File: config.mk
export PLATFORM = sky130hd
export DESIGN_NAME = qpu_exu_timing_queue
export DESIGN_NICKNAME = d
export VERILOG_FILES = /design/src/rtl/qpu_exu_timing_queue_pkg.sv /design/src/rtl/qpu_tq_fifo.sv /design/src/rtl/qpu_exu_timing_queue.sv
export SDC_FILE = /design/constraint.sdc
export NUM_CORES = 1
export LEC_CHECK = 0
export ABC_AREA = 1
export CORE_MARGIN = 1
export CORE_UTILIZATION = 45
export CTS_BUF_LIST = sky130_fd_sc_hd__clkbuf_8
export CTS_CLUSTER_SIZE = 30
export DETAILED_ROUTE_END_ITERATION = 16
export SLEW_MARGIN = 20
export SYNTH_ARGS = -nofsm -noshare
export SYNTH_HDL_FRONTEND = slang
export SYNTH_SLANG_ARGS = --single-unit
File: constraint.sdc
create_clock -name clk -period 7.2 [get_ports clk]
set_input_delay 1.44 -clock clk [delete_from_list [all_inputs] [get_ports clk]]
set_output_delay 1.44 -clock clk [all_outputs]
set_load 0.01 [all_outputs]
File: src/rtl/qpu_exu_timing_queue_pkg.sv
// Shared widths, depth and state encodings for the EXU timing queue.
package qpu_exu_timing_queue_pkg;

  localparam int unsigned QPU_TIME_WIDTH       = 32;
  localparam int unsigned QPU_EVENT_WIRE_WIDTH = 8;
  localparam int unsigned QPU_EVENT_NUM        = 4;
  localparam int unsigned QPU_TQ_DEPTH         = 8;
  localparam int unsigned QPU_TQ_ENTRY_WIDTH   =
    QPU_TIME_WIDTH + QPU_EVENT_WIRE_WIDTH + QPU_EVENT_NUM;

  typedef enum logic [1:0] {
    QPU_TQ_ST_IDLE = 2'd0,
    QPU_TQ_ST_RUN  = 2'd1,
    QPU_TQ_ST_HALT = 2'd2
  } tq_state_e;

endpackage

File: src/rtl/qpu_tq_fifo.sv
// Synchronous FIFO for timing-queue entries; pointers carry one extra wrap bit.
module qpu_tq_fifo
  import qpu_exu_timing_queue_pkg::*;
#(
  parameter int unsigned DEPTH = QPU_TQ_DEPTH,
  parameter int unsigned WIDTH = QPU_TQ_ENTRY_WIDTH
) (
  input  logic             clk,
  input  logic             rst,
  input  logic             push_i,
  input  logic             pop_i,
  input  logic [WIDTH-1:0] data_i,
  output logic [WIDTH-1:0] head_o,
  output logic             full_o,
  output logic             empty_o
);

  localparam int unsigned AW = $clog2(DEPTH);
  localparam int unsigned PW = AW + 1;

  logic [WIDTH-1:0] mem_q [DEPTH];
  logic [PW-1:0]    wr_ptr_q, wr_ptr_d;
  logic [PW-1:0]    rd_ptr_q, rd_ptr_d;
  logic             full_q, full_d;
  logic             empty_q, empty_d;
  logic             push_ok, pop_ok;

  assign push_ok = push_i & ~full_q;
  assign pop_ok  = pop_i & ~empty_q;

  // Status flags are computed from next pointers so they are registered.
  always_comb begin
    wr_ptr_d = wr_ptr_q + PW'(push_ok);
    rd_ptr_d = rd_ptr_q + PW'(pop_ok);
    empty_d  = (wr_ptr_d == rd_ptr_d);
    full_d   = (wr_ptr_d[AW] != rd_ptr_d[AW]) &&
               (wr_ptr_d[AW-1:0] == rd_ptr_d[AW-1:0]);
  end

  always_ff @(posedge clk) begin
    if (rst) begin
      wr_ptr_q <= '0;
      rd_ptr_q <= '0;
      full_q   <= 1'b0;
      empty_q  <= 1'b1;
    end else begin
      wr_ptr_q <= wr_ptr_d;
      rd_ptr_q <= rd_ptr_d;
      full_q   <= full_d;
      empty_q  <= empty_d;
    end
  end

  always_ff @(posedge clk) begin
    if (push_ok) mem_q[wr_ptr_q[AW-1:0]] <= data_i;
  end

  assign head_o  = mem_q[rd_ptr_q[AW-1:0]];
  assign full_o  = full_q;
  assign empty_o = empty_q;

endmodule

File: src/rtl/qpu_exu_timing_queue.sv
// Timestamps ALU events with the current timing point and releases them when system time is due.
// Optional QPU_TQ_LATE_CHK_EN adds a sticky flag for events released after their timestamp.
module qpu_exu_timing_queue
  import qpu_exu_timing_queue_pkg::*;
#(
  parameter int unsigned TW    = QPU_TIME_WIDTH,
  parameter int unsigned EW    = QPU_EVENT_WIRE_WIDTH,
  parameter int unsigned EN    = QPU_EVENT_NUM,
  parameter int unsigned DEPTH = QPU_TQ_DEPTH
) (
  input  logic          clk,
  input  logic          rst,
  input  logic          start,
  input  logic          stop,
  input  logic          twbck_i_valid,
  output logic          twbck_i_ready,
  input  logic [TW-1:0] twbck_i_data,
  input  logic          ewbck_i_valid,
  output logic          ewbck_i_ready,
  input  logic [EW-1:0] ewbck_i_data,
  input  logic [EN-1:0] ewbck_i_oprand,
  output logic          evt_o_valid,
  output logic [EW-1:0] evt_o_data,
  output logic [EN-1:0] evt_o_oprand,
  output logic [TW-1:0] sys_time_o,
  output logic          tq_empty_o,
  output logic          tq_full_o,
  output logic          tq_late_o
);

  localparam int unsigned ENTRY_W = TW + EW + EN;

  tq_state_e      state_q;
  logic [TW-1:0]  tp_q;
  logic [TW-1:0]  sys_time_q;
  logic           evt_valid_q;
  logic [EW-1:0]  evt_data_q;
  logic [EN-1:0]  evt_opr_q;

  logic               fifo_full, fifo_empty;
  logic [ENTRY_W-1:0] push_entry, head_entry;
  logic [TW-1:0]      push_ts, head_ts, diff;
  logic [EW-1:0]      head_data;
  logic [EN-1:0]      head_opr;
  logic               ew_fire, release_c;

  // A same-cycle timing point write applies to the event being pushed.
  assign push_ts    = twbck_i_valid ? twbck_i_data : tp_q;
  assign push_entry = {push_ts, ewbck_i_data, ewbck_i_oprand};
  assign {head_ts, head_data, head_opr} = head_entry;

  assign twbck_i_ready = 1'b1;
  assign ewbck_i_ready = ~fifo_full;
  assign ew_fire       = ewbck_i_valid & ~fifo_full;

  // Head is due when it lies in the half-range window at or behind system time.
  assign diff      = sys_time_q - head_ts;
  assign release_c = (state_q == QPU_TQ_ST_RUN) && !fifo_empty && !diff[TW-1];

  qpu_tq_fifo #(
    .DEPTH (DEPTH),
    .WIDTH (ENTRY_W)
  ) u_fifo (
    .clk     (clk),
    .rst     (rst),
    .push_i  (ew_fire),
    .pop_i   (release_c),
    .data_i  (push_entry),
    .head_o  (head_entry),
    .full_o  (fifo_full),
    .empty_o (fifo_empty)
  );

  always_ff @(posedge clk) begin
    if (rst) begin
      state_q     <= QPU_TQ_ST_IDLE;
      tp_q        <= '0;
      sys_time_q  <= '0;
      evt_valid_q <= 1'b0;
      evt_data_q  <= '0;
      evt_opr_q   <= '0;
    end else begin
      unique case (state_q)
        QPU_TQ_ST_IDLE: if (start && !stop) state_q <= QPU_TQ_ST_RUN;
        QPU_TQ_ST_RUN:  if (stop)           state_q <= QPU_TQ_ST_HALT;
        QPU_TQ_ST_HALT: if (start && !stop) state_q <= QPU_TQ_ST_RUN;
        default:                            state_q <= QPU_TQ_ST_IDLE;
      endcase
      if (state_q == QPU_TQ_ST_RUN) sys_time_q <= sys_time_q + TW'(1);
      if (twbck_i_valid) tp_q <= twbck_i_data;
      evt_valid_q <= release_c;
      if (release_c) begin
        evt_data_q <= head_data;
        evt_opr_q  <= head_opr;
      end
    end
  end

`ifdef QPU_TQ_LATE_CHK_EN
  logic late_q;

  always_ff @(posedge clk) begin
    if (rst)                              late_q <= 1'b0;
    else if (release_c && (diff != '0))   late_q <= 1'b1;
  end

  assign tq_late_o = late_q;
`else
  assign tq_late_o = 1'b0;
`endif

  assign evt_o_valid  = evt_valid_q;
  assign evt_o_data   = evt_data_q;
  assign evt_o_oprand = evt_opr_q;
  assign sys_time_o   = sys_time_q;
  assign tq_empty_o   = fifo_empty;
  assign tq_full_o    = fifo_full;

endmodule
Word-level counts from Yosys, hierarchy flattened

Memories as Yosys holds them, arrays and structs flattened. A register that Yosys moved wholly into a read port is not among the register bits.
Cells that the tools add are included.

Bits in registers: 89
RAM bits: 352
Output and inout bits: 50
Memories: 1

Memories:

| name         | depth | bits a word | read ports | clocked after Yosys merged registers in | wr ports | line              | text |
|---|---|---|---|---|---|---|---|
| u_fifo.mem_q | 8     | 44          | 1          | 1                                       | 1        | qpu_tq_fifo.sv:21 | `logic [WIDTH-1:0] mem_q [DEPTH];` |

Add/subtract/negate cells: 4
Eq/ne operators: 7
Multiplexer cells: 7
Bitwise operators: 5
Reductions and logical operators: 10

Operators by type and width:

| cell                  | count |
|---|---|
| $add 32x1->32 const B | 1 |
| $mux 32               | 1 |
| $sub 32x32->32        | 1 |
| $add 4x1->4           | 2 |
| $eq 4x4->1            | 1 |
| $logic_and 1x1->1     | 4 |
| $mux 2                | 2 |
| $pmux 2 s2            | 1 |
| $and 1x1->1           | 3 |
| $eq 3x3->1            | 1 |
| $logic_not 1->1       | 3 |
| $mux 3                | 1 |
| $eq 2x1->1 const B    | 1 |
| $eq 2x2->1 const B    | 1 |
| $logic_not 2->1       | 1 |
| $mux 1                | 2 |
| $ne 2x1->1 const B    | 1 |
| $ne 2x2->1 const B    | 1 |
| $not 1->1             | 2 |
| $reduce_and 2->1      | 1 |
| $reduce_or 2->1       | 1 |
| $ne 1x1->1            | 1 |

Logic depth before layout (Yosys ltp)

Word-level depth: 7
Gate-level depth with buffers: 29

Modules after synthesis

A second synthesis with hierarchy kept.

Cells, all modules: 1,803
Area total of the unflattened synthesis: 18,624.1 um2

Modules (own cells, without submodules):

| module               | times used | cells an instance | area an instance (um2) | seq. area each (um2) |
|---|---|---|---|---|
| qpu_tq_fifo          | 1          | 1,174             | 14,326.2               | 10,770.3 |
| qpu_exu_timing_queue | 1          | 629               | 4,297.9                | 1,581.5 |

Worst setup path before layout

Ideal clock, no wire load.

Kind: input -> register
Start point: input ewbck_i_valid
End point: memory u_fifo.mem_q[0][0] (netlist bit), enable pin
Data arrival time: 3.582 ns
Required time: 6.755 ns
Setup slack: 3.172 ns
Stages: 4
Buffers on the path: 0
Cell sequence: inv_1 nor2_1 nand2_1 nor2_1

Cells in the longest elaborated chain, start to end: 4

RTL lines:

| what                         | line                       | text |
|---|---|---|
| from (decl)                  | qpu_exu_timing_queue.sv:18 | `input logic ewbck_i_valid,` |
| $and 1x1->1                  | qpu_exu_timing_queue.sv:54 | `assign ew_fire = ewbck_i_valid & ~fifo_full;` |
| $and 1x1->1                  | qpu_tq_fifo.sv:28          | `assign push_ok = push_i & ~full_q;` |
| $mux 1                       | qpu_tq_fifo.sv:55          | `if (push_ok) mem_q[wr_ptr_q[AW-1:0]] <= data_i;` |
| $mux 1 (implied by the code) | qpu_tq_fifo.sv:55          |  |
| to (decl)                    | qpu_tq_fifo.sv:21          |  |

Every way passes these cells.

Final worst setup path

Start point: register u_fifo.rd_ptr_q[1]
End point: register u_fifo.empty_q, in the netlist u_fifo.empty_o

Cells in the longest elaborated chain, start to end: 2

RTL lines:

| what                   | line              | text |
|---|---|---|
| from (decl)            | qpu_tq_fifo.sv:23 | `logic [PW-1:0] rd_ptr_q, rd_ptr_d;` |
| from (signal assigned) | qpu_tq_fifo.sv:48 | `rd_ptr_q <= rd_ptr_d;` |
| $add 4x1->4            | qpu_tq_fifo.sv:34 | `rd_ptr_d = rd_ptr_q + PW'(pop_ok);` |
| $eq 4x4->1             | qpu_tq_fifo.sv:35 | `empty_d = (wr_ptr_d == rd_ptr_d);` |
| to (signal assigned)   | qpu_tq_fifo.sv:50 | `empty_q <= empty_d;` |
| to (decl)              | qpu_tq_fifo.sv:25 | `logic empty_q, empty_d;` |

Every way passes these cells.
A chain may end at the register's enable or synchronous reset.

==> results.cfg <==
[cells_and_area]
layout-drive-gt1-share_pct = 9.06
n_antenna_cell = 0
final_net_count = 1735
layout.cell_area.non_filler_um2 = 20800
area_growth_pct = 16.1
number_of_fill_cells = 3378

[die]
ioPinCount = 100
die_height_um = 201
die_w_um = 201
core-area_um2 = 38900
dieArea_um2 = 40500
std_cell_rows = 72
initial_utilization_pct = 45.9

[detailed_routing]
drcViolationCount = 0
via_count = 12100
drt_first_iter_violations = 885
detail_route.first_pass.iterations = 5
vias_per_cell = 5.45
ant_nets = 0
postRouteWirelength_um = 44400
avgRoutedWirePerCell_um = 19.9

[synthesis]
synth_seq_area_share_pct = 69.1
syn_nets = 1629
synth-simple-area-share_pct = 11.9
synth-edff-count = 352
xor_xnor_cell_area_share_of_the_yosys_netlist_pct = 0.532
largest_area_contributor_in_the_synthesized_netlist = sky130_fd_sc_hd__edfxtp_1
syn-cell-area_um2 = 17900
synth_fa_ha_area_share_pct = 2.38
yosysMostFrequentCell = sky130_fd_sc_hd__edfxtp_1
synthesized_area_fraction_occupied_by_ao_oa_aoi_and_oai_cells_pct = 12.5
synth-seq-cells = 441
ys_warn_count = 0
yosys.area.top_type_share_pct = 59.1
combinational_family_with_the_most_area_after_synthesis = compound AO/OA/AOI/OAI gates
netlist-cell-type-count = 43
synth_common_cells = sky130_fd_sc_hd__edfxtp_1, sky130_fd_sc_hd__o21ai_0, sky130_fd_sc_hd__nor2_1
synth.area.top_cells = sky130_fd_sc_hd__edfxtp_1, sky130_fd_sc_hd__dfxtp_1, sky130_fd_sc_hd__o21ai_0
post_syn_area_per_cell_um2 = 11.6
synth_flop_cell = sky130_fd_sc_hd__edfxtp_1
postSynth.asyncResetShare_pct = 0
synth.area.mux_share_pct = 0
syn-instance-count = 1545

[placed_design]
routabilityCongestion = 0.807
detailedPlace.worstSlack_ns = 1.69
port_buffers = 97
dp_hpwl_um = 25600
placed_cell_area_um2 = 19300

[setup_path]
timing.rr.start = u_fifo.rd_ptr_q[1]
maximum_fanout_along_the_worst_path = 64
critical_path_arrival_ns = 6.14
startpoint_to_endpoint_class_of_the_critical_path = register to register
worstSetupEndpointType = register
setup.worst_path.start_class = register
worst_ep_required_time_ns = 7.73
setup.worst_path.start = u_fifo.rd_ptr_q[1]

[timing]
final-setup-viol-count = 0
timing_hold_violations_final = 0
postLayoutSetupSlackWorst_ns = 1.59
setup_repair_after_global_routing_missed_its_margin = no
max_slew_margin_pct = 27.0
final.setup_skew_ns = 0.0311
finalWorstPathRequiredPeriod_ns = 5.61
layout_worst_path_cycle_share_pct = 77.9
timing.fmax_mhz = 178
final.setup.tns_ns = 0
max_slew.worst_pin.slew_ns = 1.10
drv_slew = 0

[clocking]
numClockSinks = 441
cts-resized-gates = 0
tritoncts = done
path_clk_slew_ns = 0.06
clock-root-buffer = sky130_fd_sc_hd__clkbuf_8
cts.htree.levels = 3
hold_buffers = 0
postCtsSetupRepairBufs = 0
clock_insertion_delay_worst_skew_ns = 0.61
ctsLongestPathBuffers = 3
tritoncts_buffer_count = 75

[job]
drv_cap = 0

[power_and_ir_drop]
power.leakage_nw = 7.31
power-per-cell-area_nw_per_um2 = 252
peakVddDrop_mv = 0.150

[run_status]
status = finished clean

[global_routing]
grt_start_max_net_pins = 99
grt_pass1_wl_um = 68200
grt_antenna_before_repair = 0
grt.overflow.total = 0
grt_usage_pct = 22.1
first_global_vias = 11900

[min_path]
timing.hold.worst.class = register to register
min_from = tp_q[4]
-- final timing paths --
check	to	slack (ns)	depth (start not counted)
max reg2reg	u_fifo.empty_o	1.59	23
min reg2reg	tp_q[4]	0.47	2
min	tp_q[4]	0.47	2
max	u_fifo.empty_o	1.59	23
-- layer usage --
layer,vias to the layer above,part of all wire [%],global-route usage [%],routed length (µm)
li1,5799,-,-,-
met1,5934,45,30.0,20000
met2,336,47,35.4,20800
met3,70,5.9,4.28,2630
met4,0,2.1,7.90,946
met5,-,0,0,0
-- worst max-delay path, stage by stage, from the launching register on --
cell,delay [ns]
sky130_fd_sc_hd__dfxtp_2,1.05
sky130_fd_sc_hd__clkinv_2,1.15
sky130_fd_sc_hd__o21ai_0,0.33
sky130_fd_sc_hd__o22ai_1,0.10
sky130_fd_sc_hd__o21ai_0,0.29
sky130_fd_sc_hd__ha_1,0.31
sky130_fd_sc_hd__a21oi_1,0.12
sky130_fd_sc_hd__o21ai_0,0.11
sky130_fd_sc_hd__nand3_1,0.09
sky130_fd_sc_hd__a21oi_1,0.06
sky130_fd_sc_hd__nor3_1,0.22
sky130_fd_sc_hd__nand2_1,0.18
sky130_fd_sc_hd__nand2_2,0.13
sky130_fd_sc_hd__nand2_2,0.07
sky130_fd_sc_hd__nand2_2,0.09
sky130_fd_sc_hd__nand3_4,0.16
sky130_fd_sc_hd__nor2_4,0.15
sky130_fd_sc_hd__ha_1,0.18
sky130_fd_sc_hd__xnor2_1,0.10
sky130_fd_sc_hd__xor2_1,0.19
sky130_fd_sc_hd__a21oi_1,0.16
sky130_fd_sc_hd__a21boi_1,0.18
sky130_fd_sc_hd__nand2_1,0.07
sky130_fd_sc_hd__nand2_1,0.05
-- sequential cells by signal, indices dropped and copies added (netlist names) --
| register | flops |
|---|---|
| tp_q | 32 |
| u_fifo.mem_q | 352 |
| u_fifo.wr_ptr_q | 4 |
| state_q | 2 |
| u_fifo.full_o | 1 |
| evt_o_valid | 1 |
| sys_time_o | 32 |
| u_fifo.rd_ptr_q | 4 |
| u_fifo.empty_o | 1 |
| evt_o_data | 8 |
| evt_o_oprand | 4 |
-- per-stage QoR --
stage,hold WS (ns),power (mW),util (%),std cells
finish,0.465,5.24,53.4,2229
detailed placement,0.460,3.18,49.7,2092
global route,0.487,5.43,53.4,2229
floorplan,0.447,3.05,-,1545
CTS,0.469,5.29,53.4,2229
global placement,0.456,3.17,49.7,2092
-- cell type report --
cell class | instances | area, µm² | share of cell area [%]
sequential | 441 | 12400 | 59.5
tap | 518 | 648 | 3.12
inverter | 70 | 269 | 1.30
multi-input combinational | 949 | 4960 | 23.9
timing repair buffer | 114 | 1110 | 5.33
clock inverter | 51 | 241 | 1.16
clock buffer | 86 | 1180 | 5.70
-- cells in the final DEF (no fill, tap or decap), types with 4 or more instances in the layout --
| cell type | n |
|---|---|
| sky130_fd_sc_hd__edfxtp_1 | 352 |
| sky130_fd_sc_hd__o21ai_0 | 230 |
| sky130_fd_sc_hd__nor2_1 | 207 |
| sky130_fd_sc_hd__nand2_1 | 193 |
| sky130_fd_sc_hd__inv_1 | 101 |
| sky130_fd_sc_hd__clkdlybuf4s50_1 | 96 |
| sky130_fd_sc_hd__clkbuf_8 | 86 |
| sky130_fd_sc_hd__dfxtp_1 | 86 |
| sky130_fd_sc_hd__a21oi_1 | 74 |
| sky130_fd_sc_hd__o221ai_1 | 43 |
| sky130_fd_sc_hd__o22ai_1 | 40 |
| sky130_fd_sc_hd__nand3_1 | 36 |
| sky130_fd_sc_hd__ha_1 | 34 |
| sky130_fd_sc_hd__buf_4 | 16 |
| sky130_fd_sc_hd__nor3_1 | 14 |
| sky130_fd_sc_hd__nor4_1 | 11 |
| sky130_fd_sc_hd__nor2_4 | 9 |
| sky130_fd_sc_hd__nand2_2 | 8 |
| sky130_fd_sc_hd__nand4_1 | 8 |
| sky130_fd_sc_hd__xor2_1 | 6 |
| sky130_fd_sc_hd__clkinv_1 | 6 |
| sky130_fd_sc_hd__nor3b_1 | 5 |
| sky130_fd_sc_hd__inv_2 | 4 |
-- where the power goes --
group          switching [mW]  internal (mW)  total (mW)  leakage, nW
clock network           0.990           1.13        2.12        0.862
registers              0.0190           2.83        2.85         3.96
logic                   0.185         0.0840       0.269         2.50
total                    1.19           4.04        5.24         7.31
-- kinds of logic (layout without fill, tap and decap cells) --
family	count (synthesis)	in the layout
flops	441	441
other cells	2	2
buf+inv	155	321
fa+ha+maj	34	34
compound gates	399	399
simple gates	504	504
xor+xnor	10	10
Power figures use the tool's default switching activity.
